$ cat config.mk
export PLATFORM = sky130hd
export DESIGN_NAME = subroutine_stack_ctrl
export DESIGN_NICKNAME = d
export VERILOG_FILES = /design/src/rtl/subroutine_stack_ctrl.sv
export SDC_FILE = /design/constraint.sdc
export NUM_CORES = 1
export LEC_CHECK = 0
export ABC_AREA = 1
export CORE_MARGIN = 8
export CORE_UTILIZATION = 55
export CTS_BUF_LIST = sky130_fd_sc_hd__clkbuf_4
export CTS_CLUSTER_DIAMETER = 200
export CTS_CLUSTER_SIZE = 25
export DETAILED_ROUTE_END_ITERATION = 6
export GPL_TIMING_DRIVEN = 0
export PLACE_DENSITY = 0.79
export SLEW_MARGIN = 40
export SYNTH_ARGS = -nofsm -noshare
export SYNTH_HDL_FRONTEND = slang
export SYNTH_SLANG_ARGS = --single-unit
export TNS_END_PERCENT = 100
$ cat constraint.sdc
create_clock -name clk -period 2.04 [get_ports clk]
set_input_delay 0.204 -clock clk [delete_from_list [all_inputs] [get_ports clk]]
set_output_delay 0.204 -clock clk [all_outputs]
set_load 0.02 [all_outputs]
$ cat src/rtl/subroutine_stack_ctrl.sv
// subroutine_stack_ctrl: LIFO return-address controller for the subroutine
// mechanism. A CALL pushes dataIn (pc+2), a RET pops the top entry onto dataOut
// and pulses retValid for one cycle. Pushing when full or popping when empty
// parks the block in a terminal FAULT state with a sticky flag.
//
// Ports:
//   clk       in   rising-edge clock
//   reset     in   synchronous active-high reset
//   call      in   push request (sampled only when idle)
//   ret       in   pop request (sampled only when idle, wins over call)
//   dataIn    in   return address to push
//   dataOut   out  most recently popped return address
//   retValid  out  one-cycle strobe, dataOut is freshly popped
//   busy      out  high whenever the controller is not idle
//   depth     out  number of valid entries
//   overflow  out  sticky, call issued while full
//   underflow out  sticky, ret issued while empty
module subroutine_stack_ctrl #(
  parameter int unsigned DEPTH = 4,
  parameter int unsigned AW    = 8,
  parameter int unsigned CW    = 4
) (
  input  logic          clk,
  input  logic          reset,
  input  logic          call,
  input  logic          ret,
  input  logic [AW-1:0] dataIn,
  output logic [AW-1:0] dataOut,
  output logic          retValid,
  output logic          busy,
  output logic [CW-1:0] depth,
  output logic          overflow,
  output logic          underflow
);

  localparam int unsigned IW = (DEPTH > 1) ? $clog2(DEPTH) : 1;

  typedef enum logic [2:0] {
    IDLE  = 3'd0,
    PUSH  = 3'd1,
    POP   = 3'd2,
    DONE  = 3'd3,
    FAULT = 3'd4
  } state_e;

  state_e          state_q, state_d;
  logic [AW-1:0]   hold_q, hold_d;
  logic [AW-1:0]   data_q, data_d;
  logic [CW-1:0]   depth_q, depth_d;
  logic            ovf_q, ovf_d;
  logic            unf_q, unf_d;
  logic            busy_q;
  logic            rv_q;
  logic [AW-1:0]   entry_q [DEPTH];

  logic            empty;
  logic            full;
  logic [IW-1:0]   push_idx;
  logic [IW-1:0]   pop_idx;

  assign empty    = (depth_q == '0);
  assign full     = (depth_q == CW'(DEPTH));
  assign push_idx = IW'(depth_q);
  assign pop_idx  = IW'(depth_q - CW'(1));

  // State register
  always_ff @(posedge clk) begin
    if (reset) begin
      state_q <= IDLE;
    end else begin
      state_q <= state_d;
    end
  end

  // Next-state logic; ret has priority over call in IDLE
  always_comb begin
    state_d = state_q;
    case (state_q)
      IDLE: begin
        if (ret) begin
          state_d = empty ? FAULT : POP;
        end else if (call) begin
          state_d = full ? FAULT : PUSH;
        end
      end
      PUSH:    state_d = IDLE;
      POP:     state_d = DONE;
      DONE:    state_d = IDLE;
      FAULT:   state_d = FAULT;
      default: state_d = IDLE;
    endcase
  end

  // Datapath next values, driven by the current state
  always_comb begin
    hold_d  = hold_q;
    data_d  = data_q;
    depth_d = depth_q;
    ovf_d   = ovf_q;
    unf_d   = unf_q;
    case (state_q)
      IDLE: begin
        if (ret) begin
          if (empty) unf_d = 1'b1;
        end else if (call) begin
          if (full) ovf_d = 1'b1;
          else      hold_d = dataIn;
        end
      end
      PUSH: depth_d = depth_q + CW'(1);
      POP: begin
        data_d  = entry_q[pop_idx];
        depth_d = depth_q - CW'(1);
      end
      default: ;
    endcase
  end

  // Datapath and registered status outputs; busy/retValid follow the next state
  always_ff @(posedge clk) begin
    if (reset) begin
      hold_q  <= '0;
      data_q  <= '0;
      depth_q <= '0;
      ovf_q   <= 1'b0;
      unf_q   <= 1'b0;
      busy_q  <= 1'b0;
      rv_q    <= 1'b0;
    end else begin
      hold_q  <= hold_d;
      data_q  <= data_d;
      depth_q <= depth_d;
      ovf_q   <= ovf_d;
      unf_q   <= unf_d;
      busy_q  <= (state_d != IDLE);
      rv_q    <= (state_d == DONE);
    end
  end

  // Entry storage is not reset: an entry is unreadable until rewritten
  always_ff @(posedge clk) begin
    if (!reset && state_q == PUSH) begin
      entry_q[push_idx] <= hold_q;
    end
  end

  assign dataOut   = data_q;
  assign retValid  = rv_q;
  assign busy      = busy_q;
  assign depth     = depth_q;
  assign overflow  = ovf_q;
  assign underflow = unf_q;

endmodule

### Word-level counts from Yosys, hierarchy flattened

Memories as Yosys holds them, arrays and structs flattened. A register that Yosys moved wholly into a read port is not among the register bits.
Cells that the tools add are included.

| cells by class | value |
|---|---|
| $add $sub $neg | 2 |
| eq/ne operators | 5 |
| muxes and demuxes | 8 |
| bitwise logic cells | 2 |
| reductions and logical operators | 9 |

Operator list:

| cell | number |
|---|---|
| $mux W3 | 4 |
| $pmux W3 S3 | 1 |
| $pmux W4 S2 | 1 |
| $reduce_and A4 Y1 | 2 |
| $eq A3 B2 Y1 const B | 2 |
| $add A4 B1 Y4 const B | 1 |
| $eq A4 B3 Y1 const B | 1 |
| $logic_not A4 Y1 | 1 |
| $sub A4 B1 Y4 const B | 1 |
| $eq A3 B1 Y1 const B | 1 |
| $eq A3 B3 Y1 const B | 1 |
| $logic_not A3 Y1 | 1 |
| $reduce_and A3 Y1 | 1 |
| $reduce_bool A3 Y1 | 1 |
| $mux W1 | 2 |
| $not A1 Y1 | 2 |
| $reduce_bool A2 Y1 | 1 |
| $logic_and A1 B1 Y1 | 1 |
| $logic_not A1 Y1 | 1 |

| storage, ports and cells | value |
|---|---|
| bits in registers | 19 |
| memory bits (writable) | 32 |
| output and inout bits | 16 |
| logic and storage cells | 34 |
| memories | 1 |

Memories:

| name | words | width | rd ports | clocked after memory_dff | write ports | line | RTL |
|---|---|---|---|---|---|---|---|
| entry_q | 4 | 8 | 1 | 1 | 1 | 54 | `logic [AW-1:0] entry_q [DEPTH];` |

### Logic depth before layout (Yosys ltp)

Gate-level depths: netlist of the first run.

| logic depth | value |
|---|---|
| depth in word-level cells | 6 |
| depth in mapped cells | 11 |
| depth with buffers taken out | 9 |

### Least setup slack after synthesis of the first run

No wires, ideal clock.

| timing path | value |
|---|---|
| path kind | reg2reg |
| from | reg depth_q[0] (netlist: depth[0]) |
| to | reg data_q[2] (netlist: dataOut[2]) (read register of entry_q) |
| setup time | 0.114 ns |
| data arrival time | 1.709 ns |
| required time | 1.926 ns |
| setup slack | 0.218 ns |
| stages on the path, launching flop included | 10 |
| path buffers | 3 |
| period minus slack after synthesis | 1.822 ns |
| cells stage by stage | dfxtp_1 -> inv_1 -> buf_2 -> ha_1 -> buf_2 -> clkbuf_2 -> o21ai_0 -> o21ai_0 -> o21bai_1 -> inv_1 |

| between the ends | value |
|---|---|
| cells in the longest elaborated chain, start to end | 1 |

RTL lines:

| what | line | RTL |
|---|---|---|
| start: declaration | 49 | `logic [CW-1:0] depth_q, depth_d;` |
| start signal: assignment | 132 | `depth_q <= depth_d;` |
| $sub A4 B1 Y4 | n/a |  |
| end: declaration | 48 | `logic [AW-1:0] data_q, data_d;` |

Every way passes these cells.
A chain may end at the register's enable or synchronous reset.

### Final worst setup path of the first run

| timing path | value |
|---|---|
| from | reg state_q[0] |
| to | mem entry_q[1][0], enable pin |

| between the ends | value |
|---|---|
| cells in the longest elaborated chain, start to end | 4 |

RTL lines:

| what | line | RTL |
|---|---|---|
| start: declaration | 46 | `state_e state_q, state_d;` |
| start signal: assignment | 71 | `state_q <= state_d;` |
| $eq A3 B1 Y1 | 142 | `if (!reset && state_q == PUSH) begin` |
| $logic_and A1 B1 Y1 | 142 |  |
| $mux W1 | 142 |  |
| $mux W1 (not written as such) | 143 | `entry_q[push_idx] <= hold_q;` |
| end: declaration | 54 |  |

Every way passes these cells.

==> results by group, run 1 <==
Timing
  – Hold Slack: between 0.1 and 0.15 ns
  – Worst Tran Pin Value: between 0.7 and 0.8 ns
  – Fin crit share: 93.0%
  – Max Slew Vio Count: 0
  – Achievable Freq: 527 MHz
  – Relative slew slack: between 50% and 60%
  – Final hold vios: 0
  – Final setup violation count: 0
  – Period minus WS final: about 1.9 ns
  – Clk_skew: 0.0140 ns
  – Setup TNS: 0 ns
  – RSZ-0062 raised after global routing: false

Detailed routing
  – Residual DRC count: 0
  – Final WL: 4530 um
  – Wirelength per Cell: roughly 13 um
  – Initial drt markers: roughly 120
  – Detailed-route via count: roughly 1700
  – Post-route antenna net violation count: 0
  – Drt pass-1 iters: 4
  – Drt via density: between 5 and 6

Final layout
  – Post-Route Utilization: between 60% and 70%
  – Final non-filler cell total: roughly 340
  – Cell area after layout: 2860 um2
  – Layout area overhead: 19.5%
  – Ant diodes: 0
  – Layout cell share with drive strength beyond 1: 14.3%
  – Final net count: ~300

Floorplanning
  – Die width: 82.0 um
  – Cell Rows: 24
  – Die H: ~80 um
  – Core ar.: around 4300 um2
  – Die ar.: just under 7000 um2
  – Starting density of the core: between 50 and 60%
  – IO Pins: 28

Clock network
  – TritonCTS clock tree: done
  – Num CTS Buffers: 9
  – Clock net sink count: between 50 and 60
  – CTS root buf: clkbuf_4
  – Worst-path clk slew: about 0.09 ns
  – Max clock buf depth: 2
  – Clk_lat worst skew: around 0.38 ns
  – H-tree depth: 3

Outcome
  – Status: finished clean

Synth
  – Post-Syn Instances: between 200 and 250
  – Synth cell count leaders: nor2_1 (55), edfxtp_1 (32), dfxtp_1 (27)
  – Area leader, netlist: edfxtp_1
  – Synth Flop Type: edfxtp_1
  – Ys async rst share: 0%
  – Synth warn: 0
  – Top post-synthesis cells by area: edfxtp_1 (40%), dfxtp_1 (23%), nor2_1 (8.6%)
  – Syn Nets: 261
  – Top cell type's share of synthesized area: 40.1%
  – Number of synthesized flops with an enable pin: 32
  – Seq/Total Area, Yosys: 62.7%
  – Mapped cell area: ~2400 um2
  – Syn avg cell area: slightly below 10 um2
  – FF+latch count, synth: a little under 60
  – Synth unique cells: 23
  – Count leader, synth: nor2_1

Worst setup path
  – Crit-path slowest cell: nor2_1
  – CP required: between 2 and 2.5 ns
  – Top delay family on crit path: simple AND/OR/NAND/NOR gates
  – CP cell instances: inv_2 -> nor3_1 -> nand2_1 -> nor2_1
  – Setup crit start kind: flop
  – Setup crit end kind: flop
  – CP Buf/Inv Count: 1
  – Arrival time at the worst endpoint: around 1.9 ns
  – CP Class: flop to flop
  – CP max FO: 8
  – CP max stage delay: 0.59 ns

GRT
  – Initial antenna violation count: 0
  – M2 GR Usage: a little under a quarter
  – Met3 Use GR: between 5 and 6%
  – M1 GR Usage: a little under a fifth
  – Total GRT Usage: ~15%
  – Gr ovfl total: 0
  – Largest net degree at the start of global routing: 19
  – Vias in the first global route: 1631
  – Global route hottest layer: met2
  – Global-route wire length before repair: 7510 um

Worst hold path
  – HP Class: input pin to flop

Placed design
  – Cell Area, Placed: around 2700 um2
  – Buffers on Ports: 26
  – Routability Congestion: 0.788
  – Placed instance count: around 320
  – Dpl hpwl: ~3200 um

Power
  – Leak: about 1.1 nW
  – Maximum VDD drop: about 600 uV
  – Cell Pwr Density: roughly 1100 nW/um2

Run
  – Max-cap violations: 0
[per-layer routing]
| layer | wire, um | part of all wire (%) | vias up |
|---|---|---|---|
| met4 | 53 | 1.2 | 0 |
| met5 | 0 | 0 | - |
| li1 | - | - | 891 |
| met2 | 2130 | 47 | 65 |
| met1 | 1940 | 43 | 755 |
| met3 | 398 | 8.8 | 4 |
[kinds of logic (layout without fill, tap and decap cells)]
group / after synthesis / count (layout) / synth area share [%]
AND/OR/NAND/NOR: 91 / 91 / 16.4
AO/OA/AOI/OAI: 58 / 58 / 13.0
flip-flops: 59 / 59 / 62.7
buffers and inverters: 33 / 74 / 5.90
adder cells (fa/ha/maj): 4 / 4 / 2.09
[area by class of cell]
class,instances,area [um2]
Inverter,23,87.6
Sequential cell,59,1500
Tap cell,52,65.1
Buffer,9,53.8
Fill cell,340,1400
Timing Repair Buffer,26,260
Clock inverter,6,56.3
Multi-Input combinational cell,153,763
Clock buffer,10,75.1
[timing repair]
| action | 4_1_cts | 5_1_grt |
|---|---|---|
| gates cloned | 0 | 0 |
| hold buffers | 0 | 0 |
| setup buffers | 0 | 0 |
| endpoints found under the setup margin | 23 | 27 |
| gates resized for setup | 3 | 5 |
[sequential cells by signal (all words and copies together), names as in the netlist]
signal / flops
retValid: 1
busy: 1
state_q: 3
hold_q: 8
underflow: 1
dataOut: 8
entry_q: 32
overflow: 1
depth: 4
[placed cells by master (no fill, tap or decap), types with 2 or more instances in the layout]
cell type        netlist  routed
clkbuf_1               2       2
nand2_2                2       2
o21bai_1               8       8
nor3_1                 2       2
dfxtp_1               27      26
nor2_1                55      52
inv_2                  3       4
nor2_2                 5       8
edfxtp_1              32      32
ha_1                   4       3
inv_1                 19      18
clkbuf_4               0      12
clkinv_2               1       4
o21ai_1               16      17
clkdlybuf4s50_1        0      26
o21ai_0               26      25
a21oi_1                8       8
buf_2                  6       4
nand3_1                7       7
nand2_1               17      17
[per-stage QoR]
step,worst slack (ns),power [mW]
after floorplan,0.218,2.05
after global placement,-0.175,2.32
after CTS,0.00319,3.11
after detailed placement,-0.148,2.35
after global routing,0.0161,3.31
final,0.143,3.09
[report_power, final]
group	switching [mW]	internal (mW)
Clock	0.388	0.377
Sequential	0.0924	1.38
Combinational	0.518	0.333
[worst paths after layout]
check	startpoint	to	slack, ns	cells past startpoint
worst min register to register	overflow	overflow	0.45	2
worst min-delay path	reset	depth[1]	0.14	2
worst max register to register	state_q[0]	entry_q[1][0]	0.14	4
worst max-delay path	state_q[0]	entry_q[1][0]	0.14	4
Note: power is estimated with default switching activity, not from simulation.
==> run 2, diff against run 1 <==
--- a/config.mk
+++ b/config.mk
@@ -7,13 +7,13 @@
 export LEC_CHECK = 0
 export ABC_AREA = 1
 export CORE_MARGIN = 8
-export CORE_UTILIZATION = 55
+export CORE_UTILIZATION = 57
 export CTS_BUF_LIST = sky130_fd_sc_hd__clkbuf_4
 export CTS_CLUSTER_DIAMETER = 200
 export CTS_CLUSTER_SIZE = 25
 export DETAILED_ROUTE_END_ITERATION = 6
 export GPL_TIMING_DRIVEN = 0
-export PLACE_DENSITY = 0.79
+export PLACE_DENSITY = 0.81
 export SLEW_MARGIN = 40
 export SYNTH_ARGS = -nofsm -noshare
 export SYNTH_HDL_FRONTEND = slang
==> run 2 against run 1 <==
  * Sequential share of layout area up 0.44 points
  * Final area shrank 0.83%
  * Global-route usage is 0.42 points higher
  * Fmax increased by 0.12%
  * Largest power group unchanged
  * Non-clock buffer count increased by 1
  * Highest routed layer unchanged
  * First-iteration DRC count is the same
  * Count of clock-buffer cells in the layout rose by 1
==> results by group, run 2 (synthesis gave the netlist of run 1 again) <==
GRT
  – Gr ovfl total: 0 (unchanged)
  – Global-route wire length before repair: 7550 um (+0.55%)
  – Initial antenna violation count: 0 (unchanged)
  – Vias in the first global route: 1597 (-2.1%)
  – Largest net degree at the start of global routing: 12 (-7)
  – Total GRT Usage: 15.7% (+0.42 points)

Clock network
  – Hold buffer count at cts: 0 (unchanged)
  – Clk_lat worst skew: 0.39 ns (about the same)
  – Post-CTS sizing: 7 (+4)
  – Max clock buf depth: 2 (unchanged)
  – Num CTS Buffers: 9 (unchanged)
  – CTS root buf: clkbuf_4
  – Setup bufs post-CTS: 0 (unchanged)
  – Clock net sink count: 59 (unchanged)
  – H-tree depth: 3 (unchanged)
  – TritonCTS clock tree: done
  – Worst-path clk slew: 0.09 ns (about the same)

Timing
  – Worst Tran Pin Value: 0.820 ns (+0.0883 ns)
  – Final hold vios: 0 (unchanged)
  – Clk_skew: 0.0163 ns (+0.00236 ns)
  – Period minus WS final: 1.89 ns (-0.00231 ns)
  – Relative slew slack: 45.2% (-5.9 points)
  – Fin crit share: 92.9% (-0.11 points)
  – Setup TNS: 0 ns (unchanged)
  – Final setup violation count: 0 (unchanged)
  – Max Slew Vio Count: 0 (unchanged)
  – RSZ-0062 raised after global routing: false
  – Achievable Freq: 528 MHz (+0.12%)
  – Hold Slack: 0.113 ns (-0.0233 ns)
  – Final worst-path setup slack: 0.145 ns (+0.00231 ns)

Detailed routing
  – Initial drt markers: 119 (unchanged)
  – Final WL: 4630 um (+2.2%)
  – Post-route antenna net violation count: 0 (unchanged)
  – Drt via density: 5.17 (+1.9%)
  – Detailed-route via count: 1743 (+1.6%)
  – Residual DRC count: 0 (unchanged)
  – Wirelength per Cell: 13.7 um (+2.5%)
  – Drt pass-1 iters: 4 (unchanged)

Final layout
  – Commonest non-fill, non-tap cell in the layout: nor2_1
  – Layout cell share with drive strength beyond 1: 12.9% (-1.4 points)
  – Commonest non-fill, non-tap cells in the layout: nor2_1 (53), edfxtp_1 (32), dfxtp_1 (26), clkdlybuf4s50_1 (26), o21ai_0 (24)
  – Final non-filler cell total: 337 (-0.30%)
  – Ant diodes: 0 (unchanged)
  – Max reg flops: 32 (unchanged)
  – Largest reg by FF count: entry_q
  – Final net count: 298 (+0.34%)
  – Layout area overhead: 18.5%

Worst setup path
  – CP Class: flop to flop
  – Crit-path slowest cell: dfxtp_2
  – Arrival time at the worst endpoint: 2.24 ns (+0.33 ns)
  – Setup crit start kind: flop
  – CP max FO: 11 (+3)
  – Setup crit end kind: flop
  – CP required: 2.39 ns (+0.34 ns)
  – CP Buf/Inv Count: 5 (+4)
  – CP cell instances: inv_2 -> clkbuf_4 -> ha_1 -> clkbuf_4 -> clkbuf_4 -> o21ai_0 -> o21ai_1 -> o21bai_1 -> inv_1
  – Top delay family on crit path: buffers and inverters
  – Crit-path most repeated cell: clkbuf_4
  – CP max stage delay: 0.39 ns (-0.20 ns)

Floorplanning
  – Core ar.: 4030 um2 (-5.5%)
  – Starting density of the core: 59.5% (+3.3 points)
  – Die width: 80.8 um (-1.4%)
  – Die ar.: 6530 um2 (-2.8%)
  – IO Pins: 28 (unchanged)
  – Cell Rows: 23 (-4.2%)
  – Die H: 80.8 um (-1.4%)

Placed design
  – Pre-CTS WS: -0.205 ns (-0.0568 ns)
  – Dpl hpwl: 3170 um (-0.77%)
  – Placed instance count: 321 (-0.62%)
  – Routability Congestion: 0.831 (+5.4%)
  – Buffers on Ports: 26 (unchanged)

Worst hold path
  – HP Class: input pin to flop

Power
  – Cell Pwr Density: 1050 nW/um2 (-2.6%)
  – Maximum VDD drop: 534 uV (-11%)
  – Leak: 1.12 nW (-0.54%)

Run
  – Max-cap violations: 0 (unchanged)

Outcome
  – Status: finished clean
[run 2: layout make-up]
type | count | area, um2
flip-flops and latches | 59 | 1500
fillers | 318 | 1190
multi-input cells | 153 | 763
repair buffers | 26 | 260
inverters | 23 | 87.6
clock buffers | 11 | 82.6
well taps | 50 | 62.6
plain buffers | 10 | 61.3
clock inverters | 5 | 20.0
[run 2: power by group]
part	internal [mW]	switching, mW
clock network	0.261	0.380
registers	1.38	0.0944
logic	0.342	0.525
total	1.99	1.00
[run 2: path summary, 6_finish.rpt]
path	start	endpoint	slack (ns)	cells after the start
worst min register to register	overflow	overflow	0.45	2
worst min-delay path	reset	busy	0.11	2
worst max-delay path	depth[0]	dataOut[2]	0.15	9
worst max register to register	depth[0]	dataOut[2]	0.15	9
[run 2: routing by layer]
| metal | global-route usage [%] | share of wire, % | vias to the layer above | wire, um |
|---|---|---|---|---|
| li1 | - | - | 895 | - |
| met1 | 18.0 | 42 | 774 | 1950 |
| met2 | 25.3 | 48 | 67 | 2220 |
| met3 | 5.63 | 8.4 | 7 | 390 |
| met4 | 8.39 | 1.5 | 0 | 70 |
| met5 | 0 | 0 | - | 0 |
[run 2: per-stage QoR]
| stage | utilization, % | power, mW | area, um2 |
|---|---|---|---|
| after floorplan | - | 2.05 | 2400 |
| after global placement | 67.5 | 2.32 | 2720 |
| after detailed placement | 67.5 | 2.35 | 2720 |
| after CTS | 70.3 | 3.00 | 2830 |
| after global routing | 70.5 | 3.20 | 2840 |
| final | 70.5 | 2.99 | 2840 |
